## config.mk

```make
export PLATFORM = sky130hd
export DESIGN_NAME = keypad_entry_ctrl
export DESIGN_NICKNAME = d
export VERILOG_FILES = /design/src/rtl/keypad_pkg.sv /design/src/rtl/keypad_entry_ctrl_timer.sv /design/src/rtl/keypad_entry_ctrl.sv
export SDC_FILE = /design/constraint.sdc
export NUM_CORES = 1
export LEC_CHECK = 0
export CAP_MARGIN = 40
export CORE_MARGIN = 2
export CORE_UTILIZATION = 43
export DETAILED_ROUTE_END_ITERATION = 10
export GPL_TIMING_DRIVEN = 0
export PLACE_DENSITY = 0.6
export SKIP_CTS_REPAIR_TIMING = 1
export SLEW_MARGIN = 25
export SYNTH_ARGS = -nofsm -noshare
export SYNTH_HDL_FRONTEND = slang
export SYNTH_SLANG_ARGS = --single-unit
```

## constraint.sdc

```tcl
create_clock -name clk -period 3.4 [get_ports clk]
set_clock_uncertainty 0.1 [all_clocks]
set_input_delay 0.34 -clock clk [delete_from_list [all_inputs] [get_ports clk]]
set_output_delay 0.34 -clock clk [all_outputs]
set_load 0.02 [all_outputs]
```

## src/rtl/keypad_pkg.sv

```systemverilog
// Shared key codes, FSM state type and key classification helper for the keypad entry path.
package keypad_pkg;

  localparam logic [3:0] KEY_CLEAR = 4'hA;
  localparam logic [3:0] KEY_ENTER = 4'hB;

  typedef enum logic [1:0] {
    IDLE    = 2'd0,
    COLLECT = 2'd1,
    PRESENT = 2'd2
  } state_e;

  function automatic logic is_digit(input logic [3:0] code);
    return code <= 4'd9;
  endfunction

endpackage

```

## src/rtl/keypad_entry_ctrl_timer.sv

```systemverilog
// Inactivity timer: counts enabled tick pulses and raises a registered expired flag
// once TIMEOUT_TICKS have been seen; holds until cleared.
module entry_timer #(
  parameter int unsigned TIMEOUT_TICKS = 8
) (
  input  logic clk,
  input  logic reset,
  input  logic clr_i,
  input  logic en_i,
  input  logic tick_i,
  output logic expired_o
);

  logic [7:0] count_q, count_d;
  logic       expired_q, expired_d;

  always_comb begin
    count_d   = count_q;
    expired_d = expired_q;
    if (clr_i) begin
      count_d   = '0;
      expired_d = 1'b0;
    end else if (en_i && tick_i && !expired_q) begin
      count_d   = count_q + 8'd1;
      expired_d = (count_d == 8'(TIMEOUT_TICKS));
    end
  end

  always_ff @(posedge clk or negedge reset) begin
    if (!reset) begin
      count_q   <= '0;
      expired_q <= 1'b0;
    end else begin
      count_q   <= count_d;
      expired_q <= expired_d;
    end
  end

  assign expired_o = expired_q;

endmodule

```

## src/rtl/keypad_entry_ctrl.sv

```systemverilog
// Keypad entry sequencer: collects NUM_DIGITS decimal keys into a binary value and
// presents it on a valid/ready handshake, with clear, enter, timeout and error handling.
module keypad_entry_ctrl
  import keypad_pkg::*;
#(
  parameter int unsigned NUM_DIGITS    = 4,
  parameter int unsigned VALUE_W       = 14,
  parameter int unsigned TIMEOUT_TICKS = 8
) (
  input  logic               clk,
  input  logic               reset,
  input  logic               tick,
  input  logic               key_valid,
  input  logic [3:0]         key_code,
  output logic               pw_valid,
  output logic [VALUE_W-1:0] pw_value,
  input  logic               pw_ready,
  output logic               busy,
  output logic [2:0]         digit_count,
  output logic               entry_error
);

  localparam logic [2:0] FULL_COUNT = 3'(NUM_DIGITS);

  state_e               state_q;
  logic [VALUE_W-1:0]   acc_q, acc_d;
  logic [VALUE_W+3:0]   acc_wide;
  logic [2:0]           cnt_q;
  logic                 pw_valid_q, busy_q, err_q;
  logic [VALUE_W-1:0]   pw_value_q;
  logic                 key_digit, key_taken, tmr_clr, tmr_en, expired;

  always_comb begin
    key_digit = key_valid && is_digit(key_code);
    key_taken = key_digit || (key_valid && (key_code == KEY_CLEAR || key_code == KEY_ENTER));
    acc_wide  = ({4'b0, acc_q} << 3) + ({4'b0, acc_q} << 1) + {VALUE_W'(0), key_code};
    acc_d     = acc_wide[VALUE_W-1:0];
    // Timer is frozen (neither cleared nor counting) while a value is presented.
    tmr_clr   = (state_q == IDLE) || (state_q == COLLECT && key_taken);
    tmr_en    = (state_q == COLLECT);
  end

  entry_timer #(
    .TIMEOUT_TICKS(TIMEOUT_TICKS)
  ) u_timer (
    .clk      (clk),
    .reset    (reset),
    .clr_i    (tmr_clr),
    .en_i     (tmr_en),
    .tick_i   (tick),
    .expired_o(expired)
  );

  always_ff @(posedge clk or negedge reset) begin
    if (!reset) begin
      state_q    <= IDLE;
      acc_q      <= '0;
      cnt_q      <= '0;
      pw_valid_q <= 1'b0;
      pw_value_q <= '0;
      busy_q     <= 1'b0;
      err_q      <= 1'b0;
    end else begin
      err_q <= 1'b0;
      unique case (state_q)
        IDLE: begin
          if (key_digit) begin
            acc_q   <= VALUE_W'(key_code);
            cnt_q   <= 3'd1;
            busy_q  <= 1'b1;
            state_q <= COLLECT;
          end
        end
        COLLECT: begin
          // Key handling takes precedence over a pending timeout in the same cycle.
          if (key_digit) begin
            if (cnt_q < FULL_COUNT) begin
              acc_q <= acc_d;
              cnt_q <= cnt_q + 3'd1;
            end else begin
              err_q <= 1'b1;
            end
          end else if (key_valid && key_code == KEY_ENTER) begin
            if (cnt_q == FULL_COUNT) begin
              pw_value_q <= acc_q;
              pw_valid_q <= 1'b1;
              state_q    <= PRESENT;
            end else begin
              err_q   <= 1'b1;
              acc_q   <= '0;
              cnt_q   <= '0;
              busy_q  <= 1'b0;
              state_q <= IDLE;
            end
          end else if (key_valid && key_code == KEY_CLEAR) begin
            acc_q   <= '0;
            cnt_q   <= '0;
            busy_q  <= 1'b0;
            state_q <= IDLE;
          end else if (expired) begin
            err_q   <= 1'b1;
            acc_q   <= '0;
            cnt_q   <= '0;
            busy_q  <= 1'b0;
            state_q <= IDLE;
          end
        end
        PRESENT: begin
          if (pw_ready) begin
            pw_valid_q <= 1'b0;
            acc_q      <= '0;
            cnt_q      <= '0;
            busy_q     <= 1'b0;
            state_q    <= IDLE;
          end
        end
        default: state_q <= IDLE;
      endcase
    end
  end

  assign pw_valid    = pw_valid_q;
  assign pw_value    = pw_value_q;
  assign busy        = busy_q;
  assign digit_count = cnt_q;
  assign entry_error = err_q;

endmodule

```

After elaboration in Yosys (flattened, before gate mapping). Cells that the tools add are included.

Add/sub/neg operators: 4. Order comparisons: 2. Eq/ne operators: 16. Multiplexer cells: 49. Bitwise operators: 1. Reductions and logical operators: 20.

Operators by type and width (number): 2-to-1 mux 14 bit (8); case mux 14 bit (3 select lines) (1); 2-to-1 mux 3 bit (8); 2-to-1 mux 1 bit (19); 2-to-1 mux 8 bit (2); adder 14 bit (1); adder 14 x 4 -> 14 bit (1); 2-to-1 mux 2 bit (7); AND reduction 6 bit (2); != test 2 bit, second input constant (5); case mux 3 bit (3 select lines) (1); adder 8 x 1 -> 8 bit, second input constant (1); == test 4 bit, second input constant (2); == test 8 x 4 -> 1 bit, second input constant (1); != test 4 bit, second input constant (2); AND reduction 4 bit (2); logical AND 1 bit (7); != test 3 bit, second input constant (2); case mux 2 bit (3 select lines) (1); != test 5 bit, second input constant (1); AND reduction 5 bit (1); <= comparator 4 bit, second input constant (1); nonzero test 2 bit (2); adder 3 x 1 -> 3 bit, second input constant (1); 11 further kinds (13).

Register bits after elaboration: 45. Bits of input ports: 9.

Logic depth before layout (Yosys ltp).
Depth in word-level cells: 7. Gate-level depth with buffers: 10.

Hierarchy. Synthesis repeated with hierarchy kept, for this count alone.

Cells, all modules: 259. Area total of the unflattened synthesis: 2800.2 µm².

By module, submodules not included: keypad_entry_ctrl (instances 1, cells an instance 211, area each 2303.5 µm²); entry_timer (instances 1, cells an instance 48, area each 496.7 µm²).

Least setup slack after synthesis. OpenSTA, ideal clock, no wires.

Path kind: flip-flop to flip-flop. Start: reg acc_q[0]. End: reg acc_q[9]. Library setup time: 0.121 ns. Arrival: 2.434 ns. Data required time: 3.179 ns. Setup slack: 0.745 ns. Cell stages (with the launch flop): 11. Clock period less this slack: 2.655 ns. Cells stage by stage: dfrtp_1 inv_1 fa_1 inv_1 ha_1 a211oi_1 o21bai_1 a2111oi_0 nor2_1 xor2_1 a22o_1.

Word-level cells in the longest chain between the ends: 5.

Ends and longest elaborated chain: start: declaration (line keypad_entry_ctrl.sv:26) `logic [VALUE_W-1:0] acc_q, acc_d;`; start signal: assignment (line keypad_entry_ctrl.sv:68) `acc_q <= VALUE_W'(key_code);`; adder 14 bit (line keypad_entry_ctrl.sv:36) `acc_wide = ({4'b0, acc_q} << 3) + ({4'b0, acc_q} << 1) + {VALUE_W'(0), key_code};`; adder 14 x 4 -> 14 bit (line keypad_entry_ctrl.sv:36); 2-to-1 mux 14 bit (line keypad_entry_ctrl.sv:77) `if (cnt_q < FULL_COUNT) begin`; 2-to-1 mux 14 bit (line keypad_entry_ctrl.sv:76) `if (key_digit) begin`; case mux 14 bit (3 select lines) (line keypad_entry_ctrl.sv:65) `unique case (state_q)`.

No other way between the ends. The select of a mux whose other input is x is not followed. A chain may end at the register's enable or synchronous reset.

Worst setup path after layout.
Start: in key_code[3]. End: reg acc_q[9].

Word-level cells in the longest chain between the ends: 6.

Ends and longest elaborated chain: start: declaration (line keypad_entry_ctrl.sv:14) `input logic [3:0] key_code,`; branches (longest 6 deep; another with adder 14 x 4 -> 14 bit).

Parallel ways; which one is timed is not known. The select of a mux whose other input is x is not followed.

==> results.yml <==
status:
  outcome: "finished, final reports clean"
finish:
  fill_cells: 604
  diodes: 0
  seq_area_um2: 1126
  multi_input_area_um2: 1523
  synthToLayoutAreaGrowth_pct: 17.96
  nets: 348
  final_layout_size_suffix_gt1_frac: 0.1173
  layout_common_cells: "dfrtp_1, ha_1, clkdlybuf4s50_1, nand2_1, nor2_1"
  layout_commonest_cell: "dfrtp_1"
synth:
  netlist_area_um2: 2751
  avgSynthCellArea_um2: 10.23
  synth_seq_cells: 45
  synth_top_area_share: 0.4093
  yosysTopAreaCell: "dfrtp_1"
  ys_seq_area_frac: 0.4093
  yosysUniqueCellTypes: 47
  synth_nets: 311
  async_reset_ff_frac: 1.000
  netlist_instances: 269
  synth_enable_flop_cells: 0
  synth.area.top_cells: "dfrtp_1, ha_1, mux2_2, o21ai_0, nand2_1"
  synth-main-ff-cell: "dfrtp_1"
  ys_warn_count: 0
power_and_ir_drop:
  power_mw: 1.753
  ir_worst_vdd_mv: 0.3182
  powerDensity_nw_per_um2: 540.1
  power.leakage_nw: 1.579
worst_hold_path:
  hold_start: "pw_value[0]"
  hold_class: "flip-flop to flip-flop"
placed_design:
  hpwlAfterDp_um: 4046
  place.gp.congestion: 0.7878
  place_ws_ns: -0.09025
  numPortBuffers: 28
timing:
  min_period_ns: 3.139
  drv_slew: 0
  tns_ns: 0
  slew_headroom: 0.6097
  rsz0062_at_grt: "no"
  setup_viol: 0
  setup_slack_ns: 0.2609
  hold_viol: 0
  whs_ns: 0.4103
  fmax_ghz: 0.3186
  tightest_slew_ns: 0.5855
  fin_crit_sh: 0.9233
clock_network:
  clk_latency_ns: 0.30
  clockRootBuffer: "clkbuf_8"
  clockBufferDepth: 2
  clkSinkCount: 45
  cts.htree.levels: 2
  cts_tree: "built"
  numCtsBuffers: 5
  clk_pin_slew_ns: 0.08
routing:
  ant_nets: 0
  avgRoutedWirePerCell_um: 14.23
  routed_wirelength_um: 5466
  drtIter0Drc: 60
  routed_via_density: 5.315
  drt_first_pass_iters: 4
  via_count: 2041
  drc: 0
die:
  die_x_um: 83.99
  start_util: 0.4383
  die_h_um: 83.99
  die_area_um2: 7054
  rows: 29
  coreArea_um2: 6277
  io_pins: 29
grt:
  grt_usage: 0.1693
  grt_max_degree: 46
  antenna_found_initial: 0
  grt_overflow: 0
  grt_pass1_vias: 2072
  grt_pass1_wl_um: 9708
critical_path:
  crit_family: "compound AO/OA/AOI/OAI gates"
  worstSetupStartpointType: "input pin"
  r2r_start: "acc_q[0]"
  crit_start: "key_code[3]"
  crit_required_ns: 3.50
  slowest_stage: "fa_1"
  end_kind: "flip-flop"
  critPathKind: "input pin to flip-flop"
  worst-path-buf-inv: 3
  crit_fanout: 5
  crit_top_cell: "inv_1"
  crit_chain: "clkdlybuf4s50_1, inv_1, fa_1, inv_1, ha_1, a211oi_1, o21bai_1, a2111oi_1, nor2_1, xor2_1, a22o_1"
  max_stage_delay_ns: 0.59
  crit_arrival_ns: 3.24
run:
  cap_violations: 0
[synth_stat cells (2+ instances only)]
| library cell | instances |
|---|---|
| inv_1 | 14 |
| a21oi_1 | 17 |
| nor2_1 | 21 |
| a211o_1 | 2 |
| nand2b_1 | 3 |
| nand3_1 | 5 |
| a21o_1 | 2 |
| a22o_1 | 9 |
| buf_6 | 2 |
| a32o_1 | 2 |
| nand2_1 | 25 |
| o21ai_0 | 19 |
| clkbuf_1 | 2 |
| ha_1 | 31 |
| mux2_2 | 14 |
| and3_1 | 3 |
| buf_2 | 2 |
| nor3_1 | 2 |
| nor2b_1 | 2 |
| fa_1 | 2 |
| a211oi_1 | 5 |
| xnor2_1 | 8 |
| dfrtp_1 | 45 |
| xor2_1 | 9 |
[power by group]
| group | internal, mW | total (mW) | leakage (nW) | switching [mW] |
|---|---|---|---|---|
| logic | 0.313 | 0.731 | 0.915 | 0.417 |
| clock network | 0.184 | 0.368 | 0.0542 | 0.184 |
| registers | 0.591 | 0.654 | 0.610 | 0.0636 |
| total | 1.09 | 1.75 | 1.58 | 0.665 |
[registers in the layout, indices dropped and copies added, names as in the netlist]
| signal | count |
|---|---|
| acc_q | 14 |
| u_timer.expired_o | 1 |
| pw_valid | 1 |
| pw_value | 14 |
| state_q | 2 |
| digit_count | 3 |
| u_timer.count_q | 8 |
| busy | 1 |
| entry_error | 1 |
[cell families (layout without fill, tap and decap cells)]
family / after synthesis / after routing / synth area share
AOI/OAI and AO/OA: 69 / 69 / 0.1678
adders and majority gates: 33 / 33 / 0.1555
and+or+nand+nor: 69 / 69 / 0.1182
xor gates and xnor gates: 17 / 17 / 0.05412
buffers and inverters: 22 / 60 / 0.03774
DFF: 45 / 45 / 0.4093
muxes: 14 / 14 / 0.05730
[worst paths after layout]
check,slack (ns),endpoint,cells after the start
setup / recovery,0.26,acc_q[9],11
hold / removal,0.41,pw_value[0],1
setup reg to reg,0.49,acc_q[9],10
hold reg to reg,0.41,pw_value[0],1
max in group asynchronous,2.32,pw_value[2],2
min in group asynchronous,0.47,state_q[1],2
[layer usage]
metal	wire length, um	GRT usage	vias to the layer above
met5	0	0	-
met2	2534	0.2785	28
li1	-	-	1036
met3	140	0.02770	7
met4	75	0.04839	0
met1	2715	0.2304	970
[final cells by class]
type,instances,share of cell area
Timing Repair Buffer,30,0.09098
Clock inverter,1,0.001542
Buffer,8,0.01581
Inverter,14,0.01619
Multi-Input combinational cell,202,0.4692
Clock buffer,7,0.02968
Sequential cell,45,0.3470
Tap cell,77,0.02968
[per-stage QoR]
step,utilization,cells,area [um2]
2_1_floorplan,-,269,2751
3_3_place_gp,0.4983,374,3128
3_5_place_dp,0.4979,374,3126
4_1_cts,0.5141,382,3227
5_1_grt,0.5170,384,3246
6_report,0.5170,384,3246
No activity file was read; power rests on OpenSTA's default activity.
